<file path="src/rtl/smart_lighting_ctrl_pkg.sv">
// Shared types and defaults for the multi-zone occupancy lighting controller.
package smart_store_pkg;

    typedef enum logic [1:0] {
        OFF  = 2'd0,
        ON   = 2'd1,
        HOLD = 2'd2
    } zone_state_t;

    localparam int DEF_N_ZONES    = 4;
    localparam int DEF_TICK_DIV   = 1000;
    localparam int DEF_HOLD_TICKS = 30;
    localparam int DEF_DEB_CYCLES = 4;

    // Width needed to count 0..n occupied zones.
    function automatic int occ_w(input int n);
        return $clog2(n + 1);
    endfunction

endpackage

</file>
<file path="src/rtl/smart_lighting_ctrl_if.sv">
// Sensor/override/lamp bundle between the store panel side and the controller.
interface smart_lighting_ctrl_if import smart_store_pkg::*; #(
    parameter int N_ZONES = DEF_N_ZONES
);
    logic [N_ZONES-1:0]         pir;
    logic [N_ZONES-1:0]         force_on;
    logic                       force_off;
    logic [N_ZONES-1:0]         light;
    logic [occ_w(N_ZONES)-1:0]  occupied_cnt;

    modport master (output pir, force_on, force_off, input light, occupied_cnt);
    modport slave  (input pir, force_on, force_off, output light, occupied_cnt);
endinterface

</file>
<file path="src/rtl/smart_lighting_ctrl_zone.sv">
// One lighting zone: PIR synchroniser, debouncer, OFF/ON/HOLD FSM and hold timer.
module light_zone_fsm import smart_store_pkg::*; #(
    parameter int HOLD_TICKS = DEF_HOLD_TICKS,
    parameter int DEB_CYCLES = DEF_DEB_CYCLES
) (
    input  logic        clk,
    input  logic        reset,
    input  logic        pir_i,
    input  logic        tick_i,
    input  logic        force_off_i,
    input  logic        dim_i,
    output zone_state_t state_o,
    output logic        light_pre_o
);
    localparam int DW = (DEB_CYCLES > 1) ? $clog2(DEB_CYCLES) : 1;

    logic          sync1_q, sync2_q;
    logic          clean_q, clean_d;
    logic [DW-1:0] deb_q, deb_d;
    zone_state_t   state_q, state_d;
    logic [7:0]    tmr_q, tmr_d;

    always_ff @(posedge clk or posedge reset) begin
        if (reset) begin
            sync1_q <= 1'b0;
            sync2_q <= 1'b0;
            clean_q <= 1'b0;
            deb_q   <= '0;
            state_q <= OFF;
            tmr_q   <= '0;
        end else begin
            sync1_q <= pir_i;
            sync2_q <= sync1_q;
            clean_q <= clean_d;
            deb_q   <= deb_d;
            state_q <= state_d;
            tmr_q   <= tmr_d;
        end
    end

    // Any cycle where the input agrees with the accepted level restarts the count.
    always_comb begin
        clean_d = clean_q;
        deb_d   = '0;
        if (sync2_q != clean_q) begin
            if (deb_q == DW'(DEB_CYCLES - 1)) clean_d = sync2_q;
            else                              deb_d   = deb_q + 1'b1;
        end
    end

    always_comb begin
        state_d = state_q;
        tmr_d   = tmr_q;
        if (force_off_i) begin
            state_d = OFF;
            tmr_d   = '0;
        end else begin
            case (state_q)
                OFF: if (clean_q) state_d = ON;
                ON: begin
                    if (!clean_q) begin
                        if (HOLD_TICKS == 0) begin
                            state_d = OFF;
                        end else begin
                            state_d = HOLD;
                            tmr_d   = 8'(HOLD_TICKS);
                        end
                    end
                end
                HOLD: begin
                    // Re-occupation beats a coincident tick.
                    if (clean_q) begin
                        state_d = ON;
                        tmr_d   = '0;
                    end else if (tick_i) begin
                        if (tmr_q == 8'd1) begin
                            state_d = OFF;
                            tmr_d   = '0;
                        end else begin
                            tmr_d = tmr_q - 8'd1;
                        end
                    end
                end
                default: state_d = OFF;
            endcase
        end
    end

    // Taken from next state so the lamp register lands with the FSM.
    assign light_pre_o = (state_d == ON) | ((state_d == HOLD) & dim_i);
    assign state_o     = state_q;

endmodule

</file>
<file path="src/rtl/smart_lighting_ctrl.sv">
// Multi-zone lighting controller top: shared prescaler, overrides, popcount.
// Optional LIGHT_DIM_EN: lamps in HOLD run at 25% PWM instead of solid on.
module smart_lighting_ctrl import smart_store_pkg::*; #(
    parameter int N_ZONES    = DEF_N_ZONES,
    parameter int TICK_DIV   = DEF_TICK_DIV,
    parameter int HOLD_TICKS = DEF_HOLD_TICKS,
    parameter int DEB_CYCLES = DEF_DEB_CYCLES
) (
    input  logic                 clk,
    input  logic                 reset,
    smart_lighting_ctrl_if.slave bus
);
    localparam int PW = $clog2(TICK_DIV);
    localparam int CW = occ_w(N_ZONES);

    logic [PW-1:0]      presc_q, presc_d;
    logic               tick;
    logic               dim;
    logic [N_ZONES-1:0] light_pre;
    logic [N_ZONES-1:0] light_q, light_d;
    logic [CW-1:0]      occ_q, occ_d;
    zone_state_t        zstate [N_ZONES];

    assign tick    = (presc_q == PW'(TICK_DIV - 1));
    assign presc_d = tick ? '0 : presc_q + 1'b1;

`ifdef LIGHT_DIM_EN
    logic [1:0] pwm_q;
    always_ff @(posedge clk or posedge reset) begin
        if (reset) pwm_q <= '0;
        else       pwm_q <= pwm_q + 2'd1;
    end
    assign dim = (pwm_q == 2'd0);
`else
    assign dim = 1'b1;
`endif

    for (genvar i = 0; i < N_ZONES; i++) begin : g_zone
        light_zone_fsm #(
            .HOLD_TICKS (HOLD_TICKS),
            .DEB_CYCLES (DEB_CYCLES)
        ) u_zone (
            .clk         (clk),
            .reset       (reset),
            .pir_i       (bus.pir[i]),
            .tick_i      (tick),
            .force_off_i (bus.force_off),
            .dim_i       (dim),
            .state_o     (zstate[i]),
            .light_pre_o (light_pre[i])
        );
    end

    assign light_d = bus.force_off ? '0 : (bus.force_on | light_pre);

    always_comb begin
        occ_d = '0;
        for (int i = 0; i < N_ZONES; i++)
            if (zstate[i] != OFF) occ_d = occ_d + CW'(1);
    end

    always_ff @(posedge clk or posedge reset) begin
        if (reset) begin
            presc_q <= '0;
            light_q <= '0;
            occ_q   <= '0;
        end else begin
            presc_q <= presc_d;
            light_q <= light_d;
            occ_q   <= occ_d;
        end
    end

    assign bus.light        = light_q;
    assign bus.occupied_cnt = occ_q;

endmodule

</file>
<file path="src/flat_wrapper.sv">
// flat-port wrapper written by rule: the top's interface ports become plain ports
module smart_lighting_ctrl_flat import smart_store_pkg::*;
#(
    parameter int N_ZONES    = DEF_N_ZONES,
    parameter int TICK_DIV   = DEF_TICK_DIV,
    parameter int HOLD_TICKS = DEF_HOLD_TICKS,
    parameter int DEB_CYCLES = DEF_DEB_CYCLES
)
  (clk, reset, bus_pir, bus_force_on, bus_force_off, bus_light, bus_occupied_cnt);
  smart_lighting_ctrl_if #(.N_ZONES(N_ZONES)) bus_i ();
  input  logic clk;
  input  logic reset;
  input wire logic [$bits(bus_i.pir)-1:0] bus_pir;
  input wire logic [$bits(bus_i.force_on)-1:0] bus_force_on;
  input wire logic [$bits(bus_i.force_off)-1:0] bus_force_off;
  output wire logic [$bits(bus_i.light)-1:0] bus_light;
  output wire logic [$bits(bus_i.occupied_cnt)-1:0] bus_occupied_cnt;
  assign bus_i.pir = bus_pir;
  assign bus_i.force_on = bus_force_on;
  assign bus_i.force_off = bus_force_off;
  assign bus_light = bus_i.light;
  assign bus_occupied_cnt = bus_i.occupied_cnt;
  smart_lighting_ctrl #(.N_ZONES(N_ZONES), .TICK_DIV(TICK_DIV), .HOLD_TICKS(HOLD_TICKS), .DEB_CYCLES(DEB_CYCLES)) u_core (.clk(clk), .reset(reset), .bus(bus_i));
endmodule
</file>
<file path="config.mk">
export PLATFORM = sky130hd
export DESIGN_NAME = smart_lighting_ctrl_flat
export DESIGN_NICKNAME = d
export VERILOG_FILES = /design/src/rtl/smart_lighting_ctrl_pkg.sv /design/src/rtl/smart_lighting_ctrl_if.sv /design/src/rtl/smart_lighting_ctrl_zone.sv /design/src/rtl/smart_lighting_ctrl.sv /design/src/flat_wrapper.sv
export SDC_FILE = /design/constraint.sdc
export NUM_CORES = 1
export LEC_CHECK = 0
export CAP_MARGIN = 20
export CORE_ASPECT_RATIO = 0.6
export CORE_MARGIN = 2
export CORE_UTILIZATION = 57
export DETAILED_ROUTE_END_ITERATION = 6
export PLACE_DENSITY = 0.77
export SETUP_SLACK_MARGIN = 0.5
export SLEW_MARGIN = 0
export SYNTH_ARGS = -nofsm -noshare
export SYNTH_HDL_FRONTEND = slang
export SYNTH_SLANG_ARGS = --single-unit
export TNS_END_PERCENT = 30
</file>
<file path="constraint.sdc">
create_clock -name clk -period 7.9 [get_ports clk]
set_clock_uncertainty 0.15 [all_clocks]
set_input_delay 1.58 -clock clk [delete_from_list [all_inputs] [get_ports clk]]
set_output_delay 1.58 -clock clk [all_outputs]
set_load 0.05 [all_outputs]
</file>
Word-level counts from Yosys, hierarchy flattened. Index checks and enable logic that the tools add are counted.

Add/sub/neg operators: 12. Multiply operators: 0. Div/mod/pow operators: 0. Order comparisons: 0. Eq/ne operators: 37. Shift-type cells: 0. Multiplexer cells: 66. Bitwise gates (word level): 5. Reductions and logical operators: 20.

Operator list (count): $mux 8 (20); $mux 2 (32); $pmux 8 s2 (4); $eq 8x1->1 const B (4); $sub 8x1->8 const B (4); $eq 2x2->1 const B (12); $pmux 2 s3 (4); $eq 2x1->1 const B (8); $ne 4x3->1 const B (4); $ne 3x3->1 const B (4); $reduce_and 3->1 (4); $reduce_bool 3->1 (4); $add 10x1->10 const B (1); $eq 10x10->1 const B (1); $mux 10 (1); $mux 3 (3); $add 2x1->2 const B (4); $logic_not 2->1 (4); $reduce_and 2->1 (4); $reduce_bool 2->1 (4); $add 3x1->3 const B (2); $mux 4 (1); $ne 1x1->1 (4); $or 1x1->1 (4); 3 further kinds (3).

Register bits after elaboration: 77. Latch bits: 0. Memory bits (writable): 0. ROM bits: 0. Output and inout port bits: 7. Logic and storage cells: 167. Memories kept: 0.

Longest topological paths before layout.
Word-level depth: 10. Depth in mapped cells: 7. Gate-level depth less buffers: 7.

Modules after synthesis. A second synthesis with hierarchy kept.

Cell total of the unflattened synthesis: 439. Area total of the unflattened synthesis: 4224.1 µm².

Modules (own cells, without submodules): light_zone_fsm (u_core.g_zone[1].u_zone ...) (times used 3, cells an instance 89, area an instance 844.6 µm², sequential area each 375.4 µm²); light_zone_fsm (u_core.g_zone[0].u_zone) (times used 1, cells an instance 92, area an instance 875.8 µm², sequential area each 375.4 µm²); smart_lighting_ctrl (times used 1, cells an instance 80, area an instance 814.5 µm², sequential area each 425.4 µm²).

Worst setup path before layout. Ideal clock, no wire load.

Kind: in2reg. Start: input bus_force_off. End: register u_core.g_zone[0].u_zone.tmr_q[5]. Setup time: 0.133 ns. Data arrival time: 2.852 ns. Slack: 4.765 ns. Stages on the path: 6. Buffers on the path: 2. Cells stage by stage: or4b_1 buf_2 o32ai_2 or2_1 buf_4 o21ai_0.

Word-level cells in the longest chain between the ends: 2.

RTL lines: from (decl) (RTL line flat_wrapper.sv:15) `input wire logic [$bits(bus_i.force_off)-1:0] bus_force_off;`; $ne 4x3->1 (no line) (tied with other cells); $reduce_and 3->1 (no line); to (signal assigned) (RTL line smart_lighting_ctrl_zone.sv:37) `tmr_q <= tmr_d;`; to (decl) (RTL line smart_lighting_ctrl_zone.sv:21) `logic [7:0] tmr_q, tmr_d;`.

Parallel ways exist; a longest one is shown, timed or not. A chain may end at the register's enable or synchronous reset.

Worst setup path in the final report.
Start: input bus_force_off. End: register u_core.g_zone[0].u_zone.tmr_q[3].

Same word-level chain as after synthesis.

==> results.sh <==
export IMPL_outcome="finished clean"
export IMPL_cp_required_ns=7.95
export IMPL_worstPathArrival_ns=3.86
export IMPL_instances_no_fill=547
export IMPL_regToRegStartpoint="u_core.presc_q[0]"
export IMPL_io_pins=18
export IMPL_chipHeight_um=70.6
export IMPL_cp_start_kind="primary input"
export IMPL_peakVddDrop_v=0.000173
export IMPL_drt_total_wl_um=9120
export IMPL_whs_ns=0.197
export IMPL_hp_class="flop to flop"
export IMPL_final_cell_area_sq_um=4720
export IMPL_max_freq_mhz=263
export IMPL_viasPerCell=6.34
export IMPL_crit_fanout=34
export IMPL_drtIter0Drc=398
export IMPL_num_vias=3467
export IMPL_timing_final_hold_violations=0
export IMPL_place_congestion=0.869
export IMPL_yosysWarnings=0
export IMPL_detail_route_first_pass_iterations=5
export IMPL_drc=0
export IMPL_syn_to_final_growth_pct=11.9
export IMPL_p_per_area_nw_per_um2=315
export IMPL_hold_start="u_core.g_zone[1].u_zone.sync1_q"
export IMPL_synth_cell_types=61
export IMPL_cts_hold_buf=0
export IMPL_hpwl_um=6190
export IMPL_dieArea_sq_um=8130
export IMPL_path_class="primary input to flop"
export IMPL_maxSlewHeadroom_pct=35.5
export IMPL_postCtsSetupBuffers=0
export IMPL_grt_max_degree=78
export IMPL_period_needed_ns=3.81
export IMPL_drv_slew=0
export IMPL_drive_above_1_share_pct=7.46
export IMPL_grt_antenna_before_repair=0
export IMPL_placed_area_sq_um=4450
export IMPL_post_cts_resized=0
export IMPL_cts_tree="done"
export IMPL_synth_edf_count=0
export IMPL_yosys_register_bits=77
export IMPL_synth_seq_area_share_pct=45.7
export IMPL_ys_async_sr_fraction_pct=100
export IMPL_utilization_pct=65.5
export IMPL_synth_main_ff_cell="dfrtp_1"
export IMPL_cp_end_kind="flop"
export IMPL_cts_buffer_depth=2
export IMPL_root_buffer="clkbuf_16"
export IMPL_cap_violations=0
export IMPL_tns_ns=0
export IMPL_die_width_um=115
export IMPL_gr_total_overflow=0
export IMPL_htree_levels=3
export IMPL_syn_area_per_cell_sq_um=9.65
export IMPL_rows=24
export IMPL_p_leak_uw=0.00202
export IMPL_path_clk_slew_ns=0.05
export IMPL_first_global_vias=3182
export IMPL_place_inst=531
export IMPL_worst_pin_slew_ns=0.960
export IMPL_core_area_sq_um=7210
export IMPL_wl_per_cell_um=16.7
export IMPL_io_buffers=17
export IMPL_startpoint="bus_force_off"
export IMPL_start_util_pct=58.5
export IMPL_ant_nets=0
export IMPL_cts_sinks=77
export IMPL_setup_violations_final=0
export IMPL_numCtsBuffers=9
export IMPL_r2r_slack_ns=5.35
export IMPL_rsz0062_at_grt="false"
export IMPL_syn_inst=437
export IMPL_grt_pass1_wl_um=15300
export IMPL_finalNetCount=478
export IMPL_diodes=0
export IMPL_groute_usage_overall_pct=23.8
export IMPL_synth_nets=464
export IMPL_fin_crit_sh_pct=48.2
export IMPL_clk_insertion_delay_late_ns=0.34
export IMPL_synth_cell_area_sq_um=4220
critical path, cell delays in order:
cell and delay (ns):
clkdlybuf4s50_1 0.40, buf_4 0.25, or4b_1 0.73, o32ai_2 0.42, or2_1 0.35, o31ai_1 0.13
stage by stage:
step                power, uW  setup WS [ns]
detailed placement       1100           3.79
global placement         1080           3.91
floorplan                 975           4.20
CTS                      1490           4.13
finish                   1490           4.09
global route             1590           4.00
state kept, by name (all words and copies together), names as in the netlist:
register / cells
u_core.g_zone.u_zone.clean_q: 4
u_core.g_zone.u_zone.state_o: 8
u_core.bus.occupied_cnt: 3
u_core.g_zone.u_zone.sync1_q: 4
u_core.g_zone.u_zone.tmr_q: 32
u_core.g_zone.u_zone.deb_q: 8
u_core.bus.light: 4
u_core.presc_q: 10
u_core.g_zone.u_zone.sync2_q: 4
cell families after synthesis:
group,synth area share [%]
and+or+nand+nor,19.6
AOI/OAI and AO/OA,20.2
DFF,45.7
buffers and inverters,4.51
adders and majority gates,4.74
xor gates and xnor gates,2.70
muxes,2.55
placed cells by master (no fill, tap or decap), drive strengths merged, types with 3 or more instances in the layout:
| cell | count |
|---|---|
| dfrtp | 77 |
| inv | 32 |
| nor2 | 30 |
| nor3 | 23 |
| nand2 | 23 |
| o21ai | 21 |
| clkdlybuf4s50 | 17 |
| a21oi | 17 |
| ha | 16 |
| clkbuf | 15 |
| nand3 | 13 |
| a31oi | 13 |
| a22oi | 10 |
| o31ai | 10 |
| or2 | 9 |
| nand2b | 8 |
| nor2b | 8 |
| a211oi | 8 |
| xnor2 | 8 |
| o32ai | 8 |
| nor3b | 6 |
| mux2 | 6 |
| xor2 | 5 |
| nand4 | 5 |
| nor4 | 5 |
| mux2i | 4 |
| a21o | 4 |
| o22ai | 4 |
| o311ai | 4 |
| o221ai | 4 |
| nor4b | 3 |
| a221oi | 3 |
| and3 | 3 |
| or4 | 3 |
| or4b | 3 |
path summary, 6_finish.rpt:
check	endpoint	cells after the start
max in group asynchronous	u_core.g_zone[2].u_zone.tmr_q[6]	3
min in group asynchronous	u_core.g_zone[0].u_zone.tmr_q[7]	3
worst max register to register	u_core.g_zone[2].u_zone.tmr_q[2]	5
worst max-delay path	u_core.g_zone[0].u_zone.tmr_q[3]	6
worst min-delay path	u_core.g_zone[1].u_zone.sync2_q	0
worst min register to register	u_core.g_zone[1].u_zone.sync2_q	0
power by group:
| part | internal (uW) | total [uW] | leakage, uW | switching, uW |
|---|---|---|---|---|
| clock | 230 | 382 | 0.000134 | 152 |
| combinational | 212 | 526 | 0.000902 | 314 |
| sequential | 482 | 580 | 0.000987 | 97.6 |
| total | 924 | 1490 | 0.00202 | 564 |
Yosys cell counts, types with 5 or more instances:
library cell	number	share of area, %
a21oi_1	16	1.9
or2_2	8	1.2
xnor2_1	8	1.7
ha_1	16	4.7
nand2_1	23	2.0
nor2b_1	8	1.2
dfrtp_1	77	46
clkbuf_1	8	0.71
nor3_1	23	2.7
o32ai_1	7	1.5
nand2b_1	8	1.2
nand3_1	13	1.5
a22oi_1	10	1.8
nor2_1	30	2.7
xor2_1	5	1.0
mux2_2	6	1.6
a31oi_1	13	1.9
inv_1	32	2.8
a211oi_1	8	1.4
nor3b_1	6	1.1
o21ai_0	21	2.5
o31ai_1	10	1.8
buf_2	5	0.59
per-layer routing:
| metal | track usage, % | wire length, um |
|---|---|---|
| met3 | 7.03 | 700 |
| met5 | 0 | 0 |
| met1 | 35.6 | 4390 |
| met4 | 7.50 | 102 |
| met2 | 33.3 | 3920 |
layout make-up:
type,count,area [sq um]
multi-input cells,312,2100
well taps,91,114
inverters,32,120
fillers,574,2490
repair buffers,19,185
clock buffers,15,268
flip-flops and latches,77,1930
clock inverters,1,5.00
Note: power is estimated with default switching activity, not from simulation.
